### config.mk
export PLATFORM = sky130hd
export DESIGN_NAME = mfcc_frame_sequencer
export DESIGN_NICKNAME = d
export VERILOG_FILES = /design/src/rtl/mfcc_frame_sequencer.sv
export SDC_FILE = /design/constraint.sdc
export NUM_CORES = 1
export LEC_CHECK = 0
export ABC_AREA = 1
export CORE_MARGIN = 2
export CORE_UTILIZATION = 40
export CTS_CLUSTER_DIAMETER = 100
export CTS_CLUSTER_SIZE = 8
export DETAILED_ROUTE_END_ITERATION = 10
export HOLD_SLACK_MARGIN = 0.06
export PLACE_DENSITY = 0.65
export SETUP_SLACK_MARGIN = 0.05
export SYNTH_ARGS = -nofsm -noshare
export SYNTH_HDL_FRONTEND = slang
export SYNTH_SLANG_ARGS = --single-unit
### constraint.sdc
create_clock -name clk -period 4.3 [get_ports clk]
set_clock_uncertainty 0.05 [all_clocks]
set_input_delay 0.86 -clock clk [delete_from_list [all_inputs] [get_ports clk]]
set_output_delay 0.86 -clock clk [all_outputs]
set_load 0.01 [all_outputs]
### src/rtl/mfcc_frame_sequencer.sv
// mfcc_frame_sequencer: streams one frame per hop from the MFCC window buffer downstream,
// then commands the next hop once the buffer has finished refilling.
module mfcc_frame_sequencer #(
    parameter int WIDTH      = 16,
    parameter int FRAME_SIZE = 306,
    parameter int IDXW       = $clog2(FRAME_SIZE)
) (
    input  logic             clk,
    input  logic             rst_n,
    input  logic             enable_i,
    input  logic [15:0]      frame_limit_i,
    output logic             wb_start_move_o,
    output logic             wb_rd_en_o,
    input  logic [WIDTH-1:0] wb_data_i,
    input  logic             wb_valid_i,
    input  logic             wb_idle_i,
    output logic [WIDTH-1:0] sample_o,
    output logic             sample_valid_o,
    input  logic             sample_ready_i,
    output logic [IDXW-1:0]  sample_idx_o,
    output logic             sample_last_o,
    output logic [15:0]      frame_count_o,
    output logic             busy_o,
    output logic             done_o
);
    typedef enum logic [2:0] {IDLE, STREAM, DRAIN, WAIT_IDLE, MOVE, WAIT_ACK} state_t;
    localparam logic [IDXW:0]   FS       = (IDXW+1)'(FRAME_SIZE);
    localparam logic [IDXW:0]   FS_M1    = (IDXW+1)'(FRAME_SIZE - 1);
    localparam logic [IDXW-1:0] LAST_IDX = IDXW'(FRAME_SIZE - 1);
    state_t        state, state_nx;
    logic [IDXW:0] rd_cnt;
    logic [15:0]   limit;
    logic          first_frame, last_fire, limit_hit;
    assign sample_last_o = sample_valid_o && sample_idx_o == LAST_IDX;
    assign last_fire     = sample_valid_o && sample_ready_i && sample_last_o;
    assign limit_hit     = limit != 16'd0 && frame_count_o == limit;
    assign busy_o        = state != IDLE;
    always_comb begin
        state_nx        = state;
        wb_rd_en_o      = 1'b0;
        wb_start_move_o = 1'b0;
        done_o          = 1'b0;
        case (state)
            IDLE:      if (enable_i) state_nx = first_frame ? STREAM : MOVE;
            STREAM: begin
                wb_rd_en_o = wb_valid_i && rd_cnt < FS && (!sample_valid_o || sample_ready_i);
                if (wb_rd_en_o && rd_cnt == FS_M1) state_nx = DRAIN;
            end
            DRAIN:     if (last_fire) state_nx = WAIT_IDLE;
            WAIT_IDLE: if (wb_idle_i) begin
                done_o   = limit_hit;
                state_nx = (limit_hit || !enable_i) ? IDLE : MOVE;
            end
            // hold the hop command off until the buffer is idle, so it never lands mid-refill
            MOVE: begin
                wb_start_move_o = wb_idle_i;
                if (wb_idle_i) state_nx = WAIT_ACK;
            end
            WAIT_ACK:  if (!wb_idle_i) state_nx = STREAM;
            default:   state_nx = IDLE;
        endcase
    end
    always_ff @(posedge clk or negedge rst_n) begin
        if (!rst_n) begin
            state          <= IDLE;
            first_frame    <= 1'b1;
            rd_cnt         <= '0;
            limit          <= '0;
            frame_count_o  <= '0;
            sample_o       <= '0;
            sample_idx_o   <= '0;
            sample_valid_o <= 1'b0;
        end else begin
            state <= state_nx;
            if (state == IDLE && enable_i) begin
                limit         <= frame_limit_i;
                frame_count_o <= '0;
                rd_cnt        <= '0;
            end
            if (wb_start_move_o) rd_cnt <= '0;
            if (wb_rd_en_o) begin
                sample_o     <= wb_data_i;
                sample_idx_o <= rd_cnt[IDXW-1:0];
                rd_cnt       <= rd_cnt + 1'b1;
            end
            sample_valid_o <= wb_rd_en_o || (sample_valid_o && !sample_ready_i);
            if (state == DRAIN && last_fire) begin
                first_frame <= 1'b0;
                if (frame_count_o != 16'hFFFF) frame_count_o <= frame_count_o + 1'b1;
            end
        end
    end
endmodule

Yosys cells after proc, flatten, opt, wreduce, memory -nomap -nowiden:

Index checks and enable logic that the tools add are counted.

* add/subtract/negate cells: 2
* $mul: 0
* divide/modulo/power cells: 0
* $lt $le $gt $ge: 1
* eq/ne operators: 15
* shifts and indexed selects: 0
* muxes and demuxes: 19
* bitwise operators: 0
* reductions and logical operators: 21

Operators with widths (number)
* 2-to-1 mux 16 bit: 3
* 2-to-1 mux 10 bit: 3
* 2-to-1 mux 3 bit: 8
* one-hot mux 3 bit (6 select lines): 1
* adder 16 x 1 -> 16 bit, second input constant: 1
* == test 16 bit: 1
* inequality test 16 bit, second input constant: 1
* nonzero test 16 bit: 1
* inequality test 2 bit, second input constant: 6
* adder 10 x 1 -> 10 bit, second input constant: 1
* == test 10 x 9 -> 1 bit, second input constant: 1
* logical AND 1 bit: 10
* less-than comparator 10 x 9 -> 1 bit, second input constant: 1
* == test 9 bit, second input constant: 1
* == test 3 x 2 -> 1 bit, second input constant: 2
* == test 3 bit, second input constant: 2
* AND reduction 6 bit: 1
* nonzero test 3 bit: 2
* 2-to-1 mux 1 bit: 4
* == test 3 x 1 -> 1 bit, second input constant: 1
* logical NOT 1 bit: 3
* logical NOT 3 bit: 1
* logical OR 1 bit: 3

* bits in registers: 72
* bits in latches: 0
* bits in writable memories: 0
* memory bits (read-only): 0
* input bits: 38
* output and inout bits: 47
* word-level logic and storage cells: 66
* memories: 0

Logic depth before layout (Yosys ltp):

Gate-level depths: netlist of the first run.

* word-level depth: 6
* mapped depth: 12
* mapped depth without buffers: 12

Worst setup path before layout of the first run:

No wires, ideal clock.

* path type: input to output
* start: input port wb_valid_i
* end: output port wb_rd_en_o
* arrival time: 1.551 ns
* setup slack: 1.839 ns
* cell stages on the path: 6
* path buffers: 1
* cells stage by stage: nand2_1 nand3b_1 nor2_1 nand3_1 inv_1 buf_2

* longest elaborated chain between the ends: 3

RTL lines
* start: declaration: RTL line 15 `input logic wb_valid_i,`
* logical AND 1 bit (2 in series): RTL line 46 `wb_rd_en_o = wb_valid_i && rd_cnt < FS && (!sample_valid_o || sample_ready_i);`
* 2-to-1 mux 1 bit: RTL line 43 `case (state)`
* end: declaration: RTL line 13 `output logic wb_rd_en_o,`

No other way between the ends.

Worst setup path in the final report of the first run:

* start: input port sample_ready_i
* end: output port wb_rd_en_o

* longest elaborated chain between the ends: 3

RTL lines
* start: declaration: RTL line 19 `input logic sample_ready_i,`
* logical OR 1 bit: RTL line 46
* logical AND 1 bit: RTL line 46
* 2-to-1 mux 1 bit: RTL line 43

No other way between the ends.

==> run metrics, run 1 <==
fin util between 50% and 60%; vias in the first global route 3449; Synth top area share 45.5%; sequential area share after synthesis 46.2%; commonest non-fill, non-tap cell in the layout nand2_1; number of core rows 36; Mean Syn Cell Area 7.24 um2; synthesized cell area between 3000 and 4000 um2; fin nets about 670; most frequent cells in the layout 187 x nand2_1, 83 x clkdlybuf4s50_1, 71 x dfrtp_1; Rel. slew slack 57.5%; Setup Buffers After CTS 0; worst slew pin tran 638 ps; Yosys reg bits 72; Leakage Power 2.43 nW; DR DRC count 0; Starting Density 40.5%; post-DR vias/cell 4.84; Final min period 3410 ps; async set-reset flop share out of synthesis 100%; Post-CTS Hold Buffers 0; Pins Over Slew Limit 0; RSZ-0062 raised after global routing false; synth top area cells dfrtp_1 46%, nand2_1 18%, inv_1 6.1%; synth warn 0; Final Cycle Share 79.4%; Antenna diodes 0; placed cells 748; clock sink total between 70 and 80; wire per inst approximately 13 um; CTS tree done; width of the die roughly 100 um; syn nets 580; setup total negative slack 0 ps; worst min-delay path class in -> async; vias 3690; DR iter-0 viols 165; share of cells above drive strength 1 6.67%; Synth cell types 36; Pwr Density 490 nW/um2; Max Cap Viol 0; first-pass GRT wire length 16300 um; fill count between 900 and 1k; clk root buf clkbuf_8; clock transition at the registers of the reported paths 80 ps; # port buffers 84; crit end category output pin; run status complete, no violations; CP arrival 2500 ps; deepest clock path buffer count 2; drt first pass iters 4; CP Data Required Time about 3400 ps; H-tree Lvls 3; Fmax 0.293 GHz; Synth area leader dfrtp_1; antenna-violating nets left 0; Post-synth EDFFs 0; critical path peak fanout 3; WS Path Type in -> out; CTS Buf Count 9; main flop type after synthesis dfrtp_1; Worst setup SP type input pin; # setup viols final 0; Resize count post-CTS 0; GRT Total Usage 20.0%; largest net degree at the start of global routing 52; Finished Layout Cells between 700 and 800; global-route congestion overflow total 0; Die Area about 11000 um2; final WL around 10000 um; Layout area overhead 30.4%; Peak VDD IR between 0.3 and 0.4 mV; Worst-Skew Late Latency ~360 ps; I/O pins 85; R2R Setup Slk between 2000 and 2500 ps; Fin. Hold Viols 0; DP HPWL 7270 um; Cells after Synth 539; die extent in y 103 um; core footprint about 9600 um2; RD Place Congestion 0.829; initial antenna violation count 0
==> stage by stage <==
stage / power, mW / area (um2) / hold slack (ps) / setup WS, ps
after floorplan: 1.52 / 3900 / 383 / 1840
after global placement: 1.90 / 4880 / 392 / 885
after detailed placement: 1.92 / 4880 / 403 / 862
after CTS: 2.52 / 5090 / 415 / 863
after global routing: 2.68 / 5090 / 433 / 780
final: 2.50 / 5090 / 406 / 886
==> state kept, by name (all words and copies together), names as in the netlist <==
signal and cells:
sample_valid_o 1, sample_o 16, first_frame 1, sample_idx_o 9, limit 16, rd_cnt 10
frame_count_o 16, state 3
==> per-layer routing <==
metal,vias up,global-route usage (%),wire (um)
li1,1872,-,-
met3,12,6.03,699
met1,1698,25.7,4500
met5,-,0,0
met2,108,32.7,4700
met4,0,6.28,118
==> critical path: stages <==
cell and delay (ps):
clkdlybuf4s50_1 500, or2_1 160, nand3b_1 90, nor2_1 130, nand3_1 120, inv_1 90
clkdlybuf4s50_1 560
==> cells in the mapped netlist, types with 2 or more instances <==
cell,instances
nand2_1,187
dfrtp_1,71
inv_1,63
nor2_1,54
nand3_1,36
o21ai_0,20
a21oi_1,19
o21ai_1,13
buf_2,11
nand4_1,10
inv_2,8
xor2_1,8
nor3_1,6
ha_1,3
nor3_2,3
nor4_1,3
o22ai_1,3
nand2_2,2
nor3b_1,2
==> layout make-up <==
type | instances | area (um2) | area share [%]
flip-flops and latches | 72 | 1800 | 35.4
multi-input cells | 383 | 1770 | 34.8
clock inverters | 5 | 82.6 | 1.62
repair buffers | 89 | 873 | 17.1
well taps | 133 | 166 | 3.27
inverters | 71 | 267 | 5.23
clock buffers | 10 | 128 | 2.51
==> logic make-up after synthesis <==
family	share of synthesized area (%)
and+or+nand+nor	34.3
buffers and inverters	8.53
DFF	46.2
AOI/OAI and AO/OA	7.76
xor gates and xnor gates	2.02
adders and majority gates	0.962
muxes	0.288
==> where the power goes <==
group	internal (mW)	switching [mW]	total (mW)
Clock	0.325	0.269	0.593
Combinational	0.399	0.509	0.908
Sequential	0.859	0.135	0.994
Total	1.58	0.912	2.50
==> worst paths after layout <==
kind	endpoint	startpoint	depth (start not counted)
setup / recovery	wb_rd_en_o	sample_ready_i	7
hold / removal	limit[2]	rst_n	1
setup reg to reg	frame_count_o[8]	state[1]	8
hold reg to reg	first_frame	first_frame	2
max in group asynchronous	sample_o[4]	rst_n	2
min in group clk	first_frame	first_frame	2
Power figures use the tool's default switching activity.
==> run 2: changes to the inputs <==
--- a/config.mk
+++ b/config.mk
@@ -12,7 +12,7 @@
 export CTS_CLUSTER_SIZE = 8
 export DETAILED_ROUTE_END_ITERATION = 10
 export HOLD_SLACK_MARGIN = 0.06
-export PLACE_DENSITY = 0.65
+export PLACE_DENSITY = 0.68
 export SETUP_SLACK_MARGIN = 0.05
 export SYNTH_ARGS = -nofsm -noshare
 export SYNTH_HDL_FRONTEND = slang
==> constraint.sdc (replaced) <==
create_clock -name clk -period 2.8 [get_ports clk]
set_clock_uncertainty 0.05 [all_clocks]
set_input_delay 0.56 -clock clk [delete_from_list [all_inputs] [get_ports clk]]
set_output_delay 0.56 -clock clk [all_outputs]
set_load 0.01 [all_outputs]
==> run metrics, run 2 (same netlist as run 1, synthesis figures left out) <==
core footprint ~9600 um2; fill count around 1000; CP arrival 1990 ps; first-pass GRT wire length 15900 um; commonest non-fill, non-tap cell in the layout nand2_1; worst r2r src rd_cnt[2]; pre-CTS WS -10.8 ps; fin util ~53%; Post-CTS Hold Buffers 0; vias in the first global route 3393; wire per inst 12.8 um; I/O pins 85; busiest grt layer met2; final WL 9850 um; clock sink total 72; Top Registers frame_count_o: 16 flops, limit: 16 flops, sample_o: 16 flops; Design Area, Final 5130 um2; clock transition at the registers of the reported paths 70 ps; Peak VDD IR 0.611 mV; Pins Over Slew Limit 0; R2R Setup Slk 800 ps; number of core rows 36; Leakage Power 2.45 nW; Reg-to-Reg End rd_cnt[5]; post-DR vias/cell 4.83; Final Cycle Share between 90% and 100%; run status complete, no violations; antenna-violating nets left 0; placed cells 753; share of cells above drive strength 1 7.86%; final worst setup slack about 200 ps; RSZ-0062 raised after global routing false; Switch Pwr 1.39 mW; switching share of total power between 30% and 40%; Resize count post-CTS 5; Max Cap Viol 0; initial antenna violation count 0; WS Path Type reg -> out; vias 3712; Sequential Power Share 40.9%; Antenna diodes 0; Clk network pwr share between 20% and 30%; Final min period around 2600 ps; DP HPWL approximately 7300 um; Area after DPL 4930 um2; H-tree Lvls 3; worst slew pin tran 406 ps; Pwr Density approximately 730 nW/um2; RD Place Congestion 0.848; Setup Buffers After CTS 0; Finished Layout Cells ~770; DR DRC count 0; Die Area 10600 um2; clk root buf clkbuf_8; deepest clock path buffer count 2; Fin. Hold Viols 0; CTS tree done; Starting Density 40.5%; GRT Total Usage about a fifth; largest net degree at the start of global routing 73; width of the die 103 um; drt first pass iters 6; setup total negative slack 0 ps; worst min-delay path class in -> async; routing usage on met2 32.3%; internal power 2.35 mW; share of total power in combinational logic 37.5%; met3 GRT Util 6.10%; GR Util met1 24.8%; global-route congestion overflow total 0; most frequent cells in the layout 187 x nand2_1, 81 x clkdlybuf4s50_1, 69 x dfrtp_1; Worst-Skew Late Latency 360 ps; crit end category output pin; Rel. slew slack approximately 73%; fin nets 672; CTS Buf Count 9; Fmax between 0.3 and 0.4 GHz; critical path peak fanout 8; CP Data Required Time roughly 2200 ps; Layout area overhead 31.3%; die extent in y 103 um; # port buffers 84; Worst setup SP type register; FF-to-FF path depth 8; # setup viols final 0; DR iter-0 viols roughly 180
==> run 2: cell type report <==
type                       instances  area, um2  share of cell area [%]
tap                              133        166                    3.25
timing repair buffer              94        921                    18.0
clock inverter                     5       57.6                    1.12
inverter                          71        267                    5.20
clock buffer                      11        131                    2.56
multi-input combinational        383       1780                    34.7
sequential                        72       1810                    35.2
==> run 2: stage by stage <==
stage                     hold slack [ps]  power, mW
after CTS                             190       3.79
final                                 163       3.75
after global placement                389       2.93
after floorplan                       214       2.33
after global routing                  202       4.04
after detailed placement              392       2.96
==> run 2: power by group through the flow <==
stage	Sequential, mW	Clock, mW	Combinational, mW
floorplan	1.57	0	0.766
global placement	1.53	0	1.39
detailed placement	1.54	0	1.42
CTS	1.53	0.833	1.43
global route	1.57	0.875	1.59
finish	1.53	0.806	1.41
==> run 2: metal layers <==
metal  vias to the layer above  routed length (um)
li1                       1886                   -
met1                      1717                4320
met2                        97                4690
met3                        12                 689
met4                         0                 157
met5                         -                   0
==> run 2: worst max-delay path, cell delays in order, from the launching register on <==
cell and delay [ps]:
dfrtp_2 430, inv_1 90, nand2_1 60, nand2_1 50, nor2_1 180, nor3b_1 210
nand3_1 110, nor3_2 220, dlygate4sd2_1 300
==> run 2: worst max path at each step <==
| stage | startpoint | endpoint | slack (ps) |
|---|---|---|---|
| 3_5_place_dp | sample_ready_i | wb_rd_en_o | -10 |
| 6_report | frame_count_o[11] | done_o | 200 |
| 5_1_grt | frame_count_o[11] | done_o | 60 |
| 2_1_floorplan | frame_count_o[11] | done_o | 870 |
| 4_1_cts | frame_count_o[11] | done_o | 200 |
| 3_3_place_gp | sample_ready_i | wb_rd_en_o | -10 |
==> patch 1 (settings of run 2) <==
`FRAME_SIZE`: 306 -> 612.
--- a/src/rtl/mfcc_frame_sequencer.sv
+++ b/src/rtl/mfcc_frame_sequencer.sv
@@ -4,3 +4,3 @@
     parameter int WIDTH      = 16,
-    parameter int FRAME_SIZE = 306,
+    parameter int FRAME_SIZE = 612,
     parameter int IDXW       = $clog2(FRAME_SIZE)
Interface: changed (resized sample_idx_o); port bits go from 85 to 86. The function was not compared with the original's and may differ.
==> patch 1 against run 2 <==
Global-route usage is 0.39 points higher; largest power group unchanged; synthesized area rose by 1.0%; wire length rose by 2.2%; sequential cell count increased by 2; critical endpoint is now sample_last_o; total power is 4.5% higher; final area grew 0.24%; setup slack better by 0.054 ns; non-clock buffer count unchanged.
==> patch 1: results (changes against run 2) <==
DPL Wire Length = 7450 um (was 7310 um)
Placed Cells = 730 (was 753)
Final hold slack = 0.290 ns (was 0.163 ns)
Clk root buf = clkbuf_8 (unchanged)
Max clock buf depth = 2 (unchanged)
Reg-to-reg slack, setup = 0.84 ns (was 0.80 ns)
Seq/Total Area, Yosys = 0.470 (was 0.462)
Regs by FF count = frame_count_o: 16 flops, limit: 16 flops, sample_o: 16 flops (unchanged)
Clock transition at path regs = 0.08 ns
Most common flop cell mapped by yosys = dfrtp_1 (unchanged)
Initial antenna violation count = 0 (unchanged)
Worst Path Max Fanout = 3 (was 8)
Asr flop ratio synth = 1.00 (unchanged)
Vias in the first global route = 3,526 (was 3,393)
Least-Margin Pin Slew = 0.943 ns (was 0.406 ns)
Outcome = finished clean (unchanged)
Port buffer count = 85 (was 84)
Hold WC Path Type = primary input to asynchronous set/reset pin (unchanged)
Leading post-synthesis cells by cell area = dfrtp_1 (46%), nand2_1 (17%), nor2_1 (5.4%) (was dfrtp_1 (46%), nand2_1 (18%), inv_1 (6.1%))
Worst path max stage delay = 0.54 ns (was 0.43 ns)
Avg Cell Area, Syn = 7.63 um^2 (was 7.24 um^2)
Fraction of layout cells with a size suffix above 1 = 0.0719 (was 0.0786)
Leakage power figure = 2.42 nW (was 2.45 nW)
Largest net degree at the start of global routing = 75 (was 73)
Arr. time, crit path = 1.94 ns (was 1.99 ns)
H-tree depth = 3 (unchanged)
Cts bufs inserted = 9 (unchanged)
DP Area = 4950 um^2 (was 4930 um^2)
Post-synthesis cell type count = 33 (was 36)
First drt pass iteration count = 4 (was 6)
Global-route wire length before repair = 16,600 um (was 15,900 um)
Synth cell count leaders = nand2_1 (174), dfrtp_1 (73), nor2_1 (57) (was nand2_1 (187), dfrtp_1 (71), inv_1 (63))
Maximum vdd drop = 0.000548 V (was 0.000611 V)
Tmin final = 2.55 ns (was 2.60 ns)
Total number of vias = 3,638 (was 3,712)
Layout Nets = 648 (was 672)
Largest delay share family, worst path = buffers and inverters (was simple AND/OR/NAND/NOR gates)
GRT Overall Usage = 0.200 (was 0.196)
Post-Syn Nets = 557 (was 580)
Total wire length = 10,100 um (was 9850 um)
Yosys warns = 0 (unchanged)
Ant diodes = 0 (unchanged)
Non-Filler Instances = 745 (was 769)
Setup WS pre-CTS = 0.160 ns (was -0.0108 ns)
GP Congestion = 0.927 (was 0.848)
Iter 0 DRT Violations = 146 (was 177)
Later-pin clock latency in the skew report = 0.36 ns (about the same)
Critical path's slowest cell = clkdlybuf4s50_1 (was dfrtp_2)
patch 1: cell count changes after synthesis, moves of 3 or more:
cell,run 2,this run
a21oi_1,19,13
inv_1,63,51
inv_2,8,0
mux2_2,1,8
nand2_1,187,174
nor2_1,54,57
nor3_1,6,10
nor4_1,3,0
o21ai_0,20,24
o21ai_1,13,1
xnor2_1,1,11
patch 1: what timing repair did:
item	in CTS	in global routing
resized for setup	1	1
setup endpoints to repair	1	1
hold buffers	0	0
buffers inserted	0	0
pin swaps	0	1
patch 1: per-layer routing:
layer / part of all wire / vias up / GRT usage
met5: 0 / - / 0
met1: 0.44 / 1700 / 0.248
met4: 0.0079 / 0 / 0.0506
met3: 0.058 / 8 / 0.0511
li1: - / 1825 / -
met2: 0.50 / 105 / 0.350
patch 1: final timing paths:
kind / endpoint / depth (start not counted) / start
setup reg to reg: frame_count_o[0]$_DFF_PN0_ / 8 / sample_idx_o[7]$_DFFE_PN0P_
hold / removal: limit[3]$_DFFE_PN0P_ / 1 / rst_n
max in group asynchronous: state[0]$_DFFE_PN0P_ / 1 / rst_n
setup / recovery: sample_last_o / 5 / sample_idx_o[7]$_DFFE_PN0P_
min in group clk: first_frame$_DFFE_PN1N_ / 2 / first_frame$_DFFE_PN1N_
hold reg to reg: first_frame$_DFFE_PN1N_ / 2 / first_frame$_DFFE_PN1N_
patch 1: final cells by class:
| cell class | instances | area [um^2] |
|---|---|---|
| Fill cell | 908 | 4550 |
| Sequential cell | 74 | 1850 |
| Multi-Input combinational cell | 377 | 1820 |
| Timing Repair Buffer | 94 | 917 |
| Inverter | 52 | 195 |
| Tap cell | 133 | 166 |
| Clock buffer | 10 | 128 |
| Clock inverter | 5 | 56.3 |
patch 1: power breakdown:
part | total (mW) | leakage, nW | switching [mW] | internal (mW)
Sequential | 1.66 | 0.956 | 0.281 | 1.38
Clock | 0.815 | 0.0921 | 0.410 | 0.405
Combinational | 1.43 | 1.37 | 0.735 | 0.699
patch 1: worst reg2reg max path, stage by stage (launching register included):
cell	delay (ns)
dfrtp_1	0.40
inv_1	0.08
nand2_1	0.05
nor3_1	0.28
nand4_1	0.20
nor2_1	0.35
nand2_2	0.24
nand3_1	0.11
o21ai_0	0.08
patch 1: logic make-up (layout without fill, tap and decap cells):
group / after synthesis / after routing / share of synthesized area
muxes: 8 / 8 / 0.0228
adders and majority gates: 2 / 2 / 0.00634
xor gates and xnor gates: 21 / 21 / 0.0466
DFF: 74 / 74 / 0.470
buffers and inverters: 66 / 161 / 0.0679
AOI/OAI and AO/OA: 47 / 47 / 0.0647
and+or+nand+nor: 299 / 299 / 0.322
==> patch 2 (config.mk and constraints of run 2) <==
Made on the original files. Re-encode `state_t` (6 states) as Gray code, 3 bits wide.
--- a/src/rtl/mfcc_frame_sequencer.sv
+++ b/src/rtl/mfcc_frame_sequencer.sv
@@ -25,3 +25,3 @@
 );
-    typedef enum logic [2:0] {IDLE, STREAM, DRAIN, WAIT_IDLE, MOVE, WAIT_ACK} state_t;
+    typedef enum logic [2:0] {IDLE = 3'b000, STREAM = 3'b001, DRAIN = 3'b011, WAIT_IDLE = 3'b010, MOVE = 3'b110, WAIT_ACK = 3'b111} state_t;
     localparam logic [IDXW:0]   FS       = (IDXW+1)'(FRAME_SIZE);
Formal check against the unedited RTL: no difference found for any inputs over 10 cycles, from zero or initial values and one cycle with rst_n low; not proved beyond that.
==> patch 2 against run 2 <==
Synthesized cell count shrank 3.3%; setup slack gained 0.029 ns; wire length grew 4.4%; clock power shrank 7.7%; utilization grew 0.15 points; final area grew 0.76%; register-to-register slack lost 0.22 ns; synthesized area grew 1.7%; sequential cell count is the same; total power shrank 3.7%; first-iteration DRC count shrank 35%; critical path type is now primary input to primary output; largest power group unchanged.
==> patch 2: results (changes against run 2) <==
Outcome = finished clean (unchanged)
Clock transition at path regs = 0.08 ns
Total number of vias = 3,708 (was 3,712)
Iter 0 DRT Violations = 115 (was 177)
Reg-to-reg slack, setup = 0.58 ns (was 0.80 ns)
Leakage power figure = 2.34 nW (was 2.45 nW)
Global-route wire length before repair = 17,600 um (was 15,900 um)
Initial antenna violation count = 0 (unchanged)
Critical path's slowest cell = clkdlybuf4s50_1 (was dfrtp_2)
Clk root buf = clkbuf_8 (unchanged)
Later-pin clock latency in the skew report = 0.35 ns
Reg2reg start = frame_count_o[0]$_DFF_PN0_ (was rd_cnt[2]$_DFFE_PN0P_)
Regs by FF count = frame_count_o: 16 flops, limit: 16 flops, sample_o: 16 flops (unchanged)
Layout Nets = 653 (was 672)
Leading post-synthesis cells by cell area = dfrtp_1 (45%), nand2_1 (17%), nor2_1 (5.0%) (was dfrtp_1 (46%), nand2_1 (18%), inv_1 (6.1%))
Startpoint class of the critical path = primary input (was flip-flop)
R2R cell count = 7 (was 8)
Seq/Total Area, Yosys = 0.454 (was 0.462)
Largest net degree at the start of global routing = 37 (was 73)
Most common flop cell mapped by yosys = dfrtp_1 (unchanged)
Port buffer count = 84 (unchanged)
Yosys warns = 0 (unchanged)
GRT Overall Usage = 0.199 (was 0.196)
Maximum vdd drop = 0.000433 V (was 0.000611 V)
Synth cell count leaders = nand2_1 (175), dfrtp_1 (71), nor2_1 (53) (was nand2_1 (187), dfrtp_1 (71), inv_1 (63))
Asr flop ratio synth = 1.00 (unchanged)
Largest delay share family, worst path = buffers and inverters (was simple AND/OR/NAND/NOR gates)
GP Congestion = 0.856 (was 0.848)
Least-Margin Pin Slew = 0.713 ns (was 0.406 ns)
Post-CTS Setup Inserts = 0 (unchanged)
First drt pass iteration count = 4 (was 6)
DPL Wire Length = 7550 um (was 7310 um)
Arr. time, crit path = 1.96 ns (was 1.99 ns)
Cts bufs inserted = 9 (unchanged)
Total wire length = 10,300 um (was 9850 um)
Max clock buf depth = 2 (unchanged)
Setup crit end = wb_rd_en_o (was done_o)
Worst path max stage delay = 0.53 ns (was 0.43 ns)
Hold WC Path Type = primary input to asynchronous set/reset pin (unchanged)
Post-Syn Nets = 562 (was 580)
Fraction of layout cells with a size suffix above 1 = 0.0974 (was 0.0786)
DP Area = 5000 um^2 (was 4930 um^2)
Fill cells = 925 (was 986)
H-tree depth = 3 (unchanged)
Crit path from = sample_ready_i (was frame_count_o[11]$_DFF_PN0_)
Post-CTS sizing = 1 (was 5)
Worst Path Max Fanout = 2 (was 8)
Post-synthesis cell type count = 37 (was 36)
Ant diodes = 0 (unchanged)
Reg2Reg Capture Point = frame_count_o[15]$_DFF_PN0_ (was rd_cnt[5]$_DFFE_PN0P_)
-- patch 2: cell types whose count changed in the layout (fill, tap and decap cells not counted), moves of 7 or more --
cell	delta
mux2_2	+7
a21oi_1	-7
nand2_1	-12
xnor2_1	+8
inv_1	-16
o21ai_0	+7
nand3_1	-9
-- patch 2: power breakdown --
group          total (mW)  switching [mW]  internal (mW)
logic                1.31           0.658          0.647
registers            1.56           0.235           1.32
clock network       0.744           0.423          0.321
-- patch 2: logic make-up (layout without fill, tap and decap cells) --
logic type	after synthesis	count (layout)	share of synthesized area
simple gates	288	288	0.312
flops	72	72	0.454
buf+inv	70	165	0.0778
compound gates	61	61	0.0816
xor+xnor	19	19	0.0419
mux	8	8	0.0227
fa+ha+maj	3	3	0.00946
-- patch 2: stage by stage --
stage | hold slack (ns) | instances | worst slack [ns]
final | 0.203 | 749 | 0.227
after global routing | 0.256 | 749 | 0.0948
after CTS | 0.221 | 749 | 0.211
after detailed placement | 0.406 | 734 | 0.220
after global placement | 0.403 | 734 | 0.224
after floorplan | 0.214 | 521 | 0.937
-- patch 2: per-layer routing --
layer | part of all wire | track usage | up-vias | wire (um)
li1 | - | - | 1832 | -
met1 | 0.43 | 0.247 | 1728 | 4430
met2 | 0.49 | 0.341 | 128 | 5010
met3 | 0.059 | 0.0566 | 20 | 609
met4 | 0.023 | 0.0560 | 0 | 236
met5 | 0 | 0 | - | 0
-- patch 2: cell type report --
type                    count  area [um^2]  area share
clock inverters             6         45.0     0.00872
flip-flops and latches     72         1800       0.349
well taps                 133          166      0.0322
inverters                  53          211      0.0409
repair buffers             97          957       0.185
multi-input cells         379         1860       0.360
clock buffers               9          124      0.0240
